**src/rtl/inst_encoder.sv**
```systemverilog
// Streaming RV32I encoder: turns abstract R/I/LUI/LI operations into packed
// instruction words, expanding LI into a LUI+ADDI pair when it needs two words.
module inst_encoder #(
  parameter bit COMPACT_LI = 1'b1
) (
  input  logic        clk,
  input  logic        reset_n,
  input  logic        in_valid,
  output logic        in_ready,
  input  logic [2:0]  in_kind,
  input  logic [3:0]  in_alu_opcode,
  input  logic [4:0]  in_rd,
  input  logic [4:0]  in_rs1,
  input  logic [4:0]  in_rs2,
  input  logic [31:0] in_imm,
  output logic        out_valid,
  input  logic        out_ready,
  output logic [31:0] out_inst,
  output logic        out_last,
  output logic        err_illegal
);

  typedef enum logic [0:0] {S_IDLE = 1'b0, S_PEND2 = 1'b1} state_t;

  localparam logic [6:0] OPC_R   = 7'b0110011;
  localparam logic [6:0] OPC_I   = 7'b0010011;
  localparam logic [6:0] OPC_LUI = 7'b0110111;

  state_t      r_state;
  state_t      w_state_nxt;
  logic        r_out_valid;
  logic [31:0] r_out_inst;
  logic        r_out_last;
  logic        r_err;
  logic [31:0] r_pend_inst;

  logic [2:0]  w_f3;
  logic        w_op3;
  logic        w_fits12;
  logic [11:0] w_lo;
  logic [19:0] w_hi;
  logic        w_legal;
  logic        w_two;
  logic        w_first_last;
  logic [31:0] w_first;
  logic [31:0] w_second;
  logic        w_in_ready;
  logic        w_accept;
  logic        w_load_first;
  logic        w_load_second;

  assign w_f3     = in_alu_opcode[2:0];
  assign w_op3    = in_alu_opcode[3];
  assign w_fits12 = (in_imm[31:11] == {21{in_imm[11]}});
  assign w_lo     = in_imm[11:0];
  // ADDI sign-extends lo, so the upper part absorbs a borrow when lo[11] is set.
  assign w_hi     = in_imm[31:12] + {19'd0, in_imm[11]};

  // Decode the offered operation into its first word, optional second word and legality.
  always_comb begin
    w_legal      = 1'b0;
    w_two        = 1'b0;
    w_first_last = 1'b1;
    w_first      = 32'd0;
    w_second     = 32'd0;
    case (in_kind)
      3'd0: begin
        w_legal = !w_op3 || (w_f3 == 3'b000) || (w_f3 == 3'b101);
        w_first = {1'b0, w_op3, 5'b00000, in_rs2, in_rs1, w_f3, in_rd, OPC_R};
      end
      3'd1: begin
        if ((w_f3 == 3'b001) || (w_f3 == 3'b101)) begin
          w_legal = (in_imm[31:5] == 27'd0) && !((w_f3 == 3'b001) && w_op3);
          w_first = {1'b0, w_op3, 5'b00000, in_imm[4:0], in_rs1, w_f3, in_rd, OPC_I};
        end else begin
          w_legal = !w_op3 && w_fits12;
          w_first = {in_imm[11:0], in_rs1, w_f3, in_rd, OPC_I};
        end
      end
      3'd2: begin
        w_legal = 1'b1;
        w_first = {in_imm[31:12], in_rd, OPC_LUI};
      end
      3'd3: begin
        w_legal = 1'b1;
        if (COMPACT_LI && w_fits12) begin
          w_first = {w_lo, 5'd0, 3'b000, in_rd, OPC_I};
        end else if (COMPACT_LI && (w_lo == 12'd0)) begin
          w_first = {w_hi, in_rd, OPC_LUI};
        end else begin
          w_first      = {w_hi, in_rd, OPC_LUI};
          w_first_last = 1'b0;
          w_two        = 1'b1;
          w_second     = {w_lo, in_rd, 3'b000, in_rd, OPC_I};
        end
      end
      default: begin
        w_legal = 1'b0;
      end
    endcase
  end

  // FSM state register.
  always_ff @(posedge clk or negedge reset_n) begin
    if (!reset_n) begin
      r_state <= S_IDLE;
    end else begin
      r_state <= w_state_nxt;
    end
  end

  // FSM next-state logic.
  always_comb begin
    w_state_nxt = r_state;
    case (r_state)
      S_IDLE: begin
        if (w_load_first && w_two) w_state_nxt = S_PEND2;
        else                       w_state_nxt = S_IDLE;
      end
      S_PEND2: begin
        if (w_load_second) w_state_nxt = S_IDLE;
        else               w_state_nxt = S_PEND2;
      end
      default: w_state_nxt = S_IDLE;
    endcase
  end

  // FSM outputs: handshake and output-register load strobes.
  always_comb begin
    w_in_ready    = 1'b0;
    w_load_second = 1'b0;
    case (r_state)
      S_IDLE: begin
        w_in_ready    = !r_out_valid || out_ready;
        w_load_second = 1'b0;
      end
      S_PEND2: begin
        w_in_ready    = 1'b0;
        w_load_second = out_ready;
      end
      default: begin
        w_in_ready    = 1'b0;
        w_load_second = 1'b0;
      end
    endcase
    w_accept     = in_valid && w_in_ready;
    w_load_first = w_accept && w_legal;
  end

  // Output word register, pending ADDI and illegal-drop pulse.
  always_ff @(posedge clk or negedge reset_n) begin
    if (!reset_n) begin
      r_out_valid <= 1'b0;
      r_out_inst  <= 32'd0;
      r_out_last  <= 1'b0;
      r_err       <= 1'b0;
      r_pend_inst <= 32'd0;
    end else begin
      r_err <= w_accept && !w_legal;
      if (w_load_first) begin
        r_out_valid <= 1'b1;
        r_out_inst  <= w_first;
        r_out_last  <= w_first_last;
        r_pend_inst <= w_two ? w_second : r_pend_inst;
      end else if (w_load_second) begin
        r_out_valid <= 1'b1;
        r_out_inst  <= r_pend_inst;
        r_out_last  <= 1'b1;
      end else if (out_ready) begin
        r_out_valid <= 1'b0;
      end else begin
        r_out_valid <= r_out_valid;
      end
    end
  end

  assign in_ready    = w_in_ready;
  assign out_valid   = r_out_valid;
  assign out_inst    = r_out_inst;
  assign out_last    = r_out_last;
  assign err_illegal = r_err;

endmodule

```
**config.mk**
```make
export PLATFORM = sky130hd
export DESIGN_NAME = inst_encoder
export DESIGN_NICKNAME = d
export VERILOG_FILES = /design/src/rtl/inst_encoder.sv
export SDC_FILE = /design/constraint.sdc
export NUM_CORES = 1
export LEC_CHECK = 0
export BUFFER_PORTS_ARGS = -buffer_cell sky130_fd_sc_hd__buf_4
export CORE_ASPECT_RATIO = 1.1
export CORE_MARGIN = 2
export CORE_UTILIZATION = 50
export DETAILED_ROUTE_END_ITERATION = 10
export PLACE_DENSITY = 0.77
export SYNTH_ARGS = -nofsm -noshare
export SYNTH_HDL_FRONTEND = slang
export SYNTH_SLANG_ARGS = --single-unit
```
**constraint.sdc**
```tcl
create_clock -name clk -period 3.55 [get_ports clk]
set_input_delay 0.1775 -clock clk [delete_from_list [all_inputs] [get_ports clk]]
set_output_delay 0.1775 -clock clk [all_outputs]
set_load 0.1 [all_outputs]
```
# Word level (Yosys, flattened, before mapping)
# Index checks and enable logic that the tools add are counted.
# W data, S select, Z words.
# word_totals
ram_bits,0
mem_count,0
out_inout_bits,36
latch_bits,0
mem_bits_ro,0
regBits,68
word_cells,63
# classes
eq_ne,6
bitwise,1
shift,0
add_sub_neg,1
n_mux,26
n_reduce_logical,23
magnitude_cmp,0
mul,0
div,0
# op_table
operator,n
$mux W32,7
$pmux W32 S4,1
$logic_not A27 Y1,1
$add A20 B1 Y20,1
$eq A20 B20 Y1,1
$mux W1,14
$logic_not A12 Y1,1
$logic_and A1 B1 Y1,7
$eq A3 B1 Y1 const B,2
$eq A3 B2 Y1 const B,2
$logic_not A3 Y1,2
$pmux W1 S2,3
$logic_not A1 Y1,4
$logic_or A1 B1 Y1,4
$eq A3 B3 Y1 const B,1
$pmux W1 S3,1
$reduce_bool A3 Y1,1
$reduce_and A2 Y1,1
$reduce_bool A2 Y1,1
$reduce_or A2 Y1,1
$not A1 Y1,1

# Depth between registers and ports, before layout
# Gate-level depths: netlist of run 1.
# logic_depth
ltp_word,10
mapped_depth,10
ltp_nobuf,8

# Least setup slack after synthesis of run 1
# OpenSTA, ideal clock, no wires.
# synth_path
kind,register to register
from,register r_out_valid (netlist: out_valid)
to,register r_pend_inst[17]
t_required_ns,3.423
n_path_buf,1
path_slack_ns,-0.251
stages_incl_launch_ff,8
arrival_time_ns,3.673
cell_sequence,dfrtp_1 nor2b_1 nor2_1 nand2_1 nor2_1 and4_4 buf_6 mux2_1
# synth_via
elab_chain_cells,6
# synth_rtl
item,line_no,source
from (decl),31,logic r_out_valid;
from (signal assigned),172,r_out_valid <= r_out_valid;
$logic_not A1 Y1,134,w_in_ready = !r_out_valid || out_ready;
$logic_or A1 B1 Y1,134,
$pmux W1 S2,132,case (r_state)
named net in_ready,9,"output logic in_ready,"
$logic_and A1 B1 Y1,146,w_accept = in_valid && w_in_ready;
$logic_and A1 B1 Y1,147,w_load_first = w_accept && w_legal;
$reduce_and A2 Y1 (no source line),n/a,
to (signal assigned),164,r_pend_inst <= w_two ? w_second : r_pend_inst;
to (decl),35,logic [31:0] r_pend_inst;
# The timed path passes the listed nets, and every way through them passes these cells.
# A chain may end at the register's enable or synchronous reset.

# Worst setup path after layout of run 1
# layout_path
from,input in_imm[11]
to,register r_out_inst[24] (netlist: out_inst[24])
# layout_via
elab_chain_cells,6
word_cells_on_any_way,12
# layout_rtl
item,line_no,source
from (decl),15,"input logic [31:0] in_imm,"
"parallel branches: the longest is 6 deep, another holds $add A20 B1 Y20",n/a,
to (signal assigned),162,r_out_inst <= w_first;
to (signal assigned),167,r_out_inst <= r_pend_inst;
to (decl),32,logic [31:0] r_out_inst;
# Several ways; the timed one is not identified.

==> metrics.md, run 1 <==
| Metric | Value |
|---|---|
| Crit end category | flop |
| DRT antenna net count | 0 |
| Number of synthesized flops with an enable pin | 0 |
| Setup-failing EPs final | 0 |
| GP Congestion | roughly 0.95 |
| Hold Vio Cnt, Final | 0 |
| Area delta synth->final | 24.33% |
| Worst Skew | 0.003158 ns |
| CTS sink cnt | 50 |
| Post-Syn Area | around 3400 µm² |
| Initial drt markers | approximately 360 |
| Core Area | 6594 µm² |
| Fill count | between 500 and 600 |
| RSZ-0062 raised after global routing | no |
| Largest net degree at the start of global routing | 51 |
| Setup TNS | 0 ns |
| Ys async rst share | 100.0% |
| CP Class | input port to flop |
| CP max-delay cell | or4_1 |
| Post-synth top area share | between 30% and 40% |
| Clock root buffer | clkbuf_8 |
| Synth Instances | 373 |
| Grt total ovfl | 0 |
| Peak supply drop | around 450 µV |
| Hold Startpoint | in_rd[1] |
| Fin crit period | 2.470 ns |
| Arr. time, crit path | around 2.7 ns |
| Dpl hpwl | roughly 7500 µm |
| Worst Hold Class | input port to flop |
| CTS tree | yes |
| Register area share after synthesis | 36.70% |
| Lkg Pwr | a little over 0.002 µW |
| Ports | 94 |
| CTS H-tree depth | 2 |
| Top-count cell post-synth | dfrtp_1 |
| Synth unique cells | 55 |
| Total power | 2247 µW |
| WP data required | approximately 3.8 ns |
| CP cell instances | buf_4 > inv_1 > ha_1 > nand4b_1 > or3_1 > a22oi_4 > buf_4 > a311oi_1 > buf_4 > or4_1 > o211ai_1 |
| Yosys reg bits | 50 |
| CP startpoint kind | input port |
| Post-Route WL | a little under 10000 µm |
| Post-synth top cells | 50 x dfrtp_1, 36 x mux2i_1, 31 x nor2_1 |
| Post-DR wirelength/cell | ~18 µm |
| Initial Utilization | between 50% and 60% |
| Max Root-Sink Buffers | 2 |
| Cell Count, Final, Fillers Out | around 540 |
| Port-buffer cells | 91 |
| CTS buffer count | 5 |
| Post-CTS Setup Inserts | 0 |
| Die Area | approximately 7500 µm² |
| Drt drc | 0 |
| Max Cap Viol | 0 |
| Pwr Density | approximately 530 nW/µm² |
| Relative slew slack | between 30 and 40% |
| Fin. max-slew vios | 0 |
| Max incr delay on CP | between 0.5 and 0.6 ns |
| Die Y | roughly 91 µm |
| Crit path buf inv count | 4 |
| Most frequent CP cell | buf_4 |
| Antenna Cells | 0 |
| Pre-antenna DRT Iters | 5 |
| FMAX | between 0.4 and 0.5 GHz |
| Placed cell count | 528 |
| Crit-path max FO | 17 |
| Crit path launch | in_imm[11] |
| Area leader, netlist | dfrtp_1 |
| GRT Overall Usage | a little over a quarter |
| Synth warn | 0 |
| Worst R2R Start | out_valid$_DFFE_PN0P_ |
| Syn avg cell area | between 9 and 10 µm² |
| Width of the die | 82.74 µm |
| Cell row count | 31 |
| First-pass GRT wire length | about 16000 µm |
| Crit-path leading delay family | simple AND/OR/NAND/NOR gates |
| Period utilization | between 60% and 70% |
| Via density | between 6 and 7 |
| Share of layout cells above drive strength 1 | ~25% |
| Slew @ Worst Pin | 0.9787 ns |
| Clock latency on the worst-skew pair | roughly 0.31 ns |
| Top post-synthesis cells by area | dfrtp_1 37%, mux2i_1 11%, mux2_1 6.6%, a21oi_1 3.8%, nor2_1 3.4% |
| DR vias | around 3300 |
| Vias in the first global route | approximately 3100 |
| Outcome | completed |
| Ys flop type | dfrtp_1 |
| Fin nets | approximately 520 |
| Initial antenna violation count | 0 |
| Clock Pin Slew Worst Setup and Hold Paths | 0.09 ns |
[final timing paths]
kind	endpoint	slack, ns	depth (start not counted)
max reg2reg	r_pend_inst[21]$_DFFE_PN0P_	1.50	7
min reg2reg	r_pend_inst[4]$_DFFE_PN0P_	0.48	1
min	r_pend_inst[16]$_DFFE_PN0P_	0.10	2
max	out_inst[24]$_DFFE_PN0P_	1.08	11
max in group asynchronous	out_inst[17]$_DFFE_PN0P_	2.68	2
min in group asynchronous	out_inst[13]$_DFFE_PN0P_	0.43	2
[layer usage]
metal	part of all wire (%)	vias up	global-route usage, %
met5	0	-	0
met4	1.9	0	8.607
met3	7.3	17	3.500
met2	48	158	41.80
met1	42	1614	38.97
li1	-	1517	-
[layout make-up]
class,count,area [µm²],share of cell area (%)
clock buffers,6,72.57,1.712
clock inverters,2,37.54,0.8855
inverters,8,30.03,0.7084
multi-input cells,288,1984,46.81
flip-flops and latches,50,1251,29.52
well taps,82,102.6,2.420
repair buffers,101,760.7,17.95
[kinds of logic (layout without fill, tap and decap cells)]
logic type	Yosys count	in the layout	share of synthesized area, %
and+or+nand+nor	139	139	21.32
AOI/OAI and AO/OA	71	71	13.95
muxes	56	56	17.17
DFF	50	50	36.70
buffers and inverters	36	117	5.284
xor gates and xnor gates	17	17	4.367
adders and majority gates	3	3	1.101
other	1	2	0.1100
[sequential cells by signal, indices dropped and copies added, names as in the netlist]
signal       count
err_illegal      1
out_inst        28
out_last         1
out_valid        1
r_pend_inst     18
r_state          1
[metrics by stage]
step / setup WS [ns] / hold WS (ns) / area [µm²] / util (%)
2_1_floorplan: 0.2778 / -0.1181 / 3416 / -
6_report: 1.080 / 0.1004 / 4239 / 64.29
3_5_place_dp: 0.7861 / 0.2479 / 4119 / 62.47
4_1_cts: 1.085 / 0.1037 / 4239 / 64.29
3_3_place_gp: 0.8307 / 0.2381 / 4119 / 62.47
5_1_grt: 0.8544 / 0.08948 / 4239 / 64.29
[repair_timing]
action	4_1_cts	5_1_grt
resized for setup	0	0
hold buffers	1	0
endpoints found under the hold margin	50	0
[worst register-to-register path: cells and delay by family (launching register included)]
kind,cells,cell delay (ns)
simple gates,5,0.96
flops,1,0.39
mux,1,0.39
buf+inv,1,0.20
[layout by cell type, fill, tap and decap left out, types with 11 or more instances in the layout]
master and n:
nor4_1 15, nand2_1 25, nand3_1 22, a21oi_1 26, mux2i_1 36, dfrtp_1 50
o21ai_0 11, nor2_1 30, mux2_1 20, buf_4 100
[power by group]
group,internal [µW],switching (µW),total (µW)
clock network,211,198,408
registers,692,72.9,764
logic,267,808,1070
total,1170,1080,2250
No activity file was read; power rests on OpenSTA's default activity.
==> inputs of run 2 (changes only) <==
ABC_AREA = 1   (was default)
CORE_UTILIZATION = 48   (was 50)
clock period = 2.05 ns   (was 3.55 ns; I/O delays follow)
==> run 2 against run 1 <==
Register-to-register slack worse by 1.2 ns. Clock skew is 0.0022 ns higher. Final area is 6.7% higher. Sequential share of layout area is 1.8 points lower. Largest power group unchanged. Synthesized cell count is 42% higher. Worst setup slack worse by 0.79 ns. Critical path depth is 4 higher. Cell count is 32% higher. Via count is 17% higher. Highest routed layer unchanged. Combinational power grew to 3.5 times the previous value. Area after synthesis is 3.9% higher.
==> metrics.md, run 2 <==
| Metric | Value |
|---|---|
| Core Area | 7087 µm² (+7.5%) |
| Grt total ovfl | 0 (unchanged) |
| Yosys reg bits | 50 (unchanged) |
| Initial drt markers | 326 (-8.4%) |
| Area delta synth->final | 27.66% |
| Total power | 6046 µW (+170%) |
| Setup-failing EPs final | 0 (unchanged) |
| WP data required | 2.25 ns (-1.53 ns) |
| Slew @ Worst Pin | 0.6328 ns (-0.3459 ns) |
| Vias in the first global route | 3761 (+21%) |
| GP Congestion | 0.9234 (-3.3%) |
| Die Y | 94.10 µm (+3.9%) |
| Post-synth top area share | 35.32% (-1.4 points) |
| CTS buffer count | 5 (unchanged) |
| DRT antenna net count | 0 (unchanged) |
| Clock root buffer | clkbuf_8 |
| Fin crit period | approximately 1.8 ns |
| Dpl hpwl | 8591 µm (+15%) |
| Post-synth top cells | 172 x nand2_1, 55 x nor2_1, 54 x nand3_1 |
| Pwr Density | 1337 nW/µm² (+150%) |
| Register area share after synthesis | 35.32% (-1.4 points) |
| Top post-synthesis cells by area | dfrtp_1 35%, nand2_1 18%, nand3_1 7.6%, nor2_1 5.8%, inv_1 4.8% |
| Hold Vio Cnt, Final | 0 (unchanged) |
| Final instance area | 4522 µm² (+6.7%) |
| Arr. time, crit path | 1.96 ns (-0.74 ns) |
| Ys async rst share | 100.0% (unchanged) |
| Most frequent cells in the layout | 169 x nand2_1, 105 x buf_4, 54 x nand3_1, 52 x nor2_1, 49 x dfrtp_1 |
| Worst r2r path cells | 11 (+4) |
| Hold Startpoint | out_ready |
| Port-buffer cells | 91 (unchanged) |
| Relative slew slack | 57.82% (+24 points) |
| Fin. max-slew vios | 0 (unchanged) |
| R2R Setup Slk | 0.34 ns (-1.16 ns) |
| Most common cell after layout, fill and taps aside | nand2_1 |
| Pre-CTS setup slack | -0.07115 ns (-0.8573 ns) |
| Peak supply drop | 705.5 µV (+57%) |
| CTS sink cnt | 50 (unchanged) |
| CTS H-tree depth | 2 (unchanged) |
| Crit Reg-Reg Endpoint | out_inst[19]$_DFFE_PN0P_ |
| Worst Skew | 0.005322 ns (+0.002164 ns) |
| Max Root-Sink Buffers | 2 (unchanged) |
| Syn avg cell area | 6.671 µm² (-27%) |
| Post-CTS Setup Inserts | 0 (unchanged) |
| Antenna Cells | 0 (unchanged) |
| Cell row count | 32 (+3.2%) |
| Pre-antenna DRT Iters | 4 (-1) |
| Number of synthesized flops with an enable pin | 0 (unchanged) |
| Outcome | completed |
| Post-route core utilization | 63.81% (-0.48 points) |
| Post-Syn Area | 3542 µm² (+3.9%) |
| First-pass GRT wire length | 18040 µm (+15%) |
| Synth warn | 0 (unchanged) |
| Placed inst area | 4399 µm² (+6.8%) |
| Synth Instances | 531 (+42%) |
| CTS tree | yes |
| Initial Utilization | 49.98% (-1.7 points) |
| Share of layout cells above drive strength 1 | 23.36% (-1.9 points) |
| Worst hold path cell count | 2 (unchanged) |
| Largest register FFs | 28 (unchanged) |
| Initial antenna violation count | 0 (unchanged) |
| Post-Route WL | 11010 µm (+11%) |
| GRT Overall Usage | 28.02% (+0.98 points) |
| Top-count cell post-synth | nand2_1 |
| FMAX | 0.5665 GHz |
| Drt drc | 0 (unchanged) |
| Crit-path max FO | 4 (-13) |
| CP Class | input port to flop |
| Clock latency on the worst-skew pair | 0.30 ns (about the same) |
| Period utilization | a little under nine tenths |
| Synth unique cells | 42 (-24%) |
| Hold path endpoint | out_valid$_DFFE_PN0P_ |
| RSZ-0062 raised after global routing | no |
| Width of the die | 85.91 µm (+3.8%) |
| Final setup margin | 0.2846 ns (-0.7949 ns) |
| Lkg Pwr | 0.002346 µW (+15%) |
| Placed cell count | 701 (+33%) |
| Cell Count, Final, Fillers Out | 710 (+32%) |
| Post-DR wirelength/cell | 15.51 µm (-16%) |
| Crit end category | flop |
| CP startpoint kind | input port |
| Largest net degree at the start of global routing | 51 (unchanged) |
| Worst Hold Class | input port to flop |
| Max Cap Viol | 0 (unchanged) |
| Ports | 94 (unchanged) |
| Area leader, netlist | dfrtp_1 |
| DR vias | 3883 (+17%) |
| Die Area | 8083 µm² (+7.8%) |
| Clock Pin Slew Worst Setup and Hold Paths | 0.09 ns (about the same) |
| Worst R2R Start | out_valid$_DFFE_PN0P_ |
| Via density | 5.469 (-11%) |
| Fin nets | 685 (+33%) |
| Ys flop type | dfrtp_1 |
[run 2: cell count changes after synthesis, moves of 14 or more]
cell | previous run | this run
mux2i_1 | 36 | 0
a21oi_1 | 26 | 10
inv_1 | 8 | 45
o21ai_0 | 11 | 29
mux2_1 | 20 | 0
nor4_1 | 15 | 1
nand2_1 | 25 | 172
nand3_1 | 22 | 54
nor2_1 | 31 | 55
[run 2: layer usage]
metal  global-route usage, %  vias up  share of wire (%)
met3                   3.691       19                6.1
met5                       0        -                  0
met1                   36.99     1789                 43
li1                        -     1921                  -
met4                   8.333        0                1.9
met2                   47.61      154                 49
[run 2: critical path, cell delays in order]
cell	delay [ns]
buf_4	0.09
ha_1	0.18
ha_1	0.24
inv_1	0.07
nor2_1	0.14
nand3_1	0.17
nor2_2	0.20
nand2_1	0.09
xor2_1	0.17
nand2_1	0.08
nand2_1	0.07
nand2_1	0.04
nand3b_1	0.16
nand2_1	0.09
nand2_1	0.05
[run 2: how the worst max path moves through the flow]
stage,from,to
2_1_floorplan,out_valid$_DFFE_PN0P_,out_inst[13]$_DFFE_PN0P_
3_3_place_gp,in_imm[11],out_inst[28]$_DFFE_PN0P_
3_5_place_dp,in_imm[11],out_inst[28]$_DFFE_PN0P_
4_1_cts,in_imm[11],out_inst[28]$_DFFE_PN0P_
5_1_grt,in_imm[11],out_inst[28]$_DFFE_PN0P_
6_report,in_imm[11],out_inst[28]$_DFFE_PN0P_
[run 2: final cells by class]
cell class / count / area, µm²
multi-input cells: 408 / 1999
inverters: 50 / 192.7
repair buffers: 109 / 858.3
well taps: 85 / 106.4
clock inverters: 2 / 37.54
fillers: 669 / 2565
clock buffers: 6 / 72.57
flip-flops and latches: 50 / 1255
[run 2: metrics by stage]
stage                     setup TNS, ns  hold WS, ns
final                                 0     0.001842
after global routing                  0      0.01009
after detailed placement       -0.07115       0.1593
after global placement         -0.06189       0.1546
after floorplan                 -0.9590      -0.1931
after CTS                             0    0.0008354
[run 2: repair_timing]
action	4_1_cts	5_1_grt
hold buffers	1	0
endpoints found under the setup margin	0	1
endpoints found under the hold margin	50	0
resized for setup	0	1
[run 2: cell families after synthesis]
kind of cell / synth area share (%)
other cells: 0.1059
buf+inv: 9.043
xor+xnor: 1.978
fa+ha+maj: 1.060
compound gates: 12.50
simple gates: 39.99
flops: 35.32
[run 2: where the power goes]
part           total [µW]  switching, µW  internal [µW]
clock network         687            323            364
registers            1600            224           1380
logic                3750           2970            788
==> inputs of run 3 (changes only) <==
==> constraint.sdc (replaced) <==
create_clock -name clk -period 2.05 [get_ports clk]
set_input_delay 0.5125 -clock clk [delete_from_list [all_inputs] [get_ports clk]]
set_output_delay 0.5125 -clock clk [all_outputs]
set_load 0.1 [all_outputs]
==> run 3 against run 2 <==
The flow now finishes with violations (setup timing). Wire length grew 14%. Cell count grew 10%. Core utilization grew 12 points. Sequential cell count is the same. Worst setup slack lost 0.29 ns. Global-route usage grew 1.6 points. Final area grew 19%. Via count grew 11%. Count of clock-buffer cells in the layout is the same. Die area is the same. Critical endpoint is now r_pend_inst[29]$_DFFE_PN0P_. Largest cell class unchanged.
==> metrics.md, run 3 (synthesis results as in run 2) <==
| Metric | Value |
|---|---|
| Core Area | 7087 µm² (unchanged) |
| DR vias | 4323 (+11%) |
| CTS tree | yes |
| Worst r2r path cells | 10 (-1) |
| Crit path launch | in_imm[11] |
| Most frequent cells in the layout | 167 x buf_4, 145 x nand2_1, 50 x nand3_1, 49 x dfrtp_1, 41 x nor2_1 |
| Max Cap Viol | 0 (unchanged) |
| Most common cell after layout, fill and taps aside | buf_4 |
| Max Root-Sink Buffers | 2 (unchanged) |
| Width of the die | 85.91 µm (unchanged) |
| Fin. max-slew vios | 0 (unchanged) |
| Fill count | 549 (-18%) |
| Die Y | 94.10 µm (unchanged) |
| Pre-antenna DRT Iters | 5 (+1) |
| CTS H-tree depth | 2 (unchanged) |
| Clock root buffer | clkbuf_8 |
| Die Area | 8083 µm² (unchanged) |
| Antenna Cells | 0 (unchanged) |
| Reg area | 1255 µm² (unchanged) |
| R2R Setup Slk | 0.31 ns (-0.03 ns) |
| Pre-CTS setup slack | -0.3364 ns (-0.2653 ns) |
| Slew @ Worst Pin | 0.6266 ns (-0.006197 ns) |
| Hold Vio Cnt, Final | 0 (unchanged) |
| GRT Overall Usage | 29.65% (+1.6 points) |
| CTS Hold Bufs | 0 (-1) |
| Period utilization | 100.2% (+14 points) |
| CTS buffer count | 5 (unchanged) |
| Post-route core utilization | 75.92% (+12 points) |
| Worst Skew | 0.004644 ns (-0.0006785 ns) |
| First-pass GRT wire length | 18900 µm (+4.7%) |
| Arr. time, crit path | 2.30 ns (+0.34 ns) |
| CP max-delay cell | nor2_4 |
| Total power | 6217 µW (+2.8%) |
| Clock Pin Slew Worst Setup and Hold Paths | 0.09 ns (about the same) |
| Crit Reg-Reg Endpoint | r_pend_inst[29]$_DFFE_PN0P_ |
| Placed cell count | 764 (+9.0%) |
| Largest net degree at the start of global routing | 51 (unchanged) |
| Vias in the first global route | 3972 (+5.6%) |
| Clock latency on the worst-skew pair | 0.31 ns (about the same) |
| Lkg Pwr | 0.002786 µW (+19%) |
| Cell row count | 32 (unchanged) |
| RSZ-0062 raised after global routing | yes |
| CP startpoint kind | input port |
| Dpl hpwl | 9328 µm (+8.6%) |
| Most frequent CP cell | nand2_2 |
| FMAX | 0.4867 GHz (-14%) |
| Ports | 94 (unchanged) |
| DRT antenna net count | 0 (unchanged) |
| Initial Utilization | 49.98% (unchanged) |
| Via density | 5.514 (+0.82%) |
| Port-buffer cells | 91 (unchanged) |
| Final setup margin | -0.004579 ns (-0.2892 ns) |
| Fin crit period | 2.055 ns (+0.2892 ns) |
| Grt total ovfl | 0 (unchanged) |
| Hold_ws | 0.2091 ns (+0.2072 ns) |
| Setup-failing EPs final | 2 (+2) |
| Area delta synth->final | 51.89% |
| Largest register FFs | 28 (unchanged) |
| Post-Route WL | 12570 µm (+14%) |
| Fin nets | 759 (+11%) |
| Share of layout cells above drive strength 1 | 38.63% (+15 points) |
| CP cell instances | buf_8 > buf_8 > nand2_2 > nand2_4 > nor2_4 > nand2_2 > nor2_4 > nand4_1 > nand2_1 > nand2_2 > nand2_4 > nand3_4 > nor2_4 > clkbuf_16 > nand2_2 > nand2_1 |
| Drt drc | 0 (unchanged) |
| Max incr delay on CP | 0.28 ns (+0.04 ns) |
| Failing checks | setup timing |
| WP data required | 2.29 ns (+0.04 ns) |
| Relative slew slack | 58.23% (+0.41 points) |
| Crit end category | flop |
| Worst R2R Start | out_valid$_DFFE_PN0P_ |
| Pwr Density | 1156 nW/µm² (-14%) |
| Crit-path max FO | 7 (+3) |
| CTS sink cnt | 50 (unchanged) |
| Post-DR wirelength/cell | 16.04 µm (+3.4%) |
| Outcome | finished with violations |
| CP Class | input port to flop |
| Crit-path leading delay family | simple AND/OR/NAND/NOR gates |
| Cell Count, Final, Fillers Out | 784 (+10%) |
| Initial antenna violation count | 0 (unchanged) |
| Crit path buf inv count | 3 (+1) |
| Peak supply drop | 766.2 µV (+8.6%) |
| Worst Hold Class | input port to async pin |
| Initial drt markers | 256 (-21%) |
| Multi-input gate area | 2225 µm² (+11%) |
| Crit. path cell count | 16 (+1) |
| GP Congestion | 0.9736 (+5.4%) |
[run 3: timing repair]
item                                    in CTS  in global routing
cloned                                       0                  4
endpoints found under the setup margin       1                 43
resized for setup                            1                 81
pin swaps                                    0                 31
setup buffers                                0                  8
[run 3: per-stage QoR]
step                setup TNS (ns)  instance area (µm²)
floorplan                  -0.9590                 3601
global placement            -9.205                 4882
detailed placement          -12.98                 4882
CTS                              0                 4977
global route                -1.024                 5380
finish                   -0.009113                 5380
[run 3: layout make-up]
class | instances | share of cell area (%)
Clock buffer | 6 | 1.349
Timing Repair Buffer | 183 | 28.05
Clock inverter | 2 | 0.2791
Tap cell | 85 | 1.977
Multi-Input combinational cell | 408 | 41.35
Sequential cell | 50 | 23.33
Inverter | 50 | 3.674
[run 3: power breakdown]
part / internal (µW) / total [µW] / switching (µW)
clock network: 241 / 580 / 339
logic: 927 / 4010 / 3080
registers: 1380 / 1630 / 248
[run 3: worst max path at each step]
stage / to / slack [ns]
after floorplan: out_inst[13]$_DFFE_PN0P_ / -0.05
after global placement: out_inst[28]$_DFFE_PN0P_ / -0.27
after detailed placement: r_pend_inst[27]$_DFFE_PN0P_ / -0.34
after CTS: out_inst[28]$_DFFE_PN0P_ / 0.002
after global routing: r_pend_inst[16]$_DFFE_PN0P_ / -0.10
final: r_pend_inst[29]$_DFFE_PN0P_ / -0.005
[run 3: layer usage]
metal | up-vias | track usage [%] | part of all wire (%)
met5 | - | 0 | 0
met4 | 0 | 8.995 | 2.3
met3 | 30 | 3.427 | 7.0
met2 | 231 | 50.97 | 51
met1 | 1989 | 38.85 | 40
li1 | 2073 | - | -
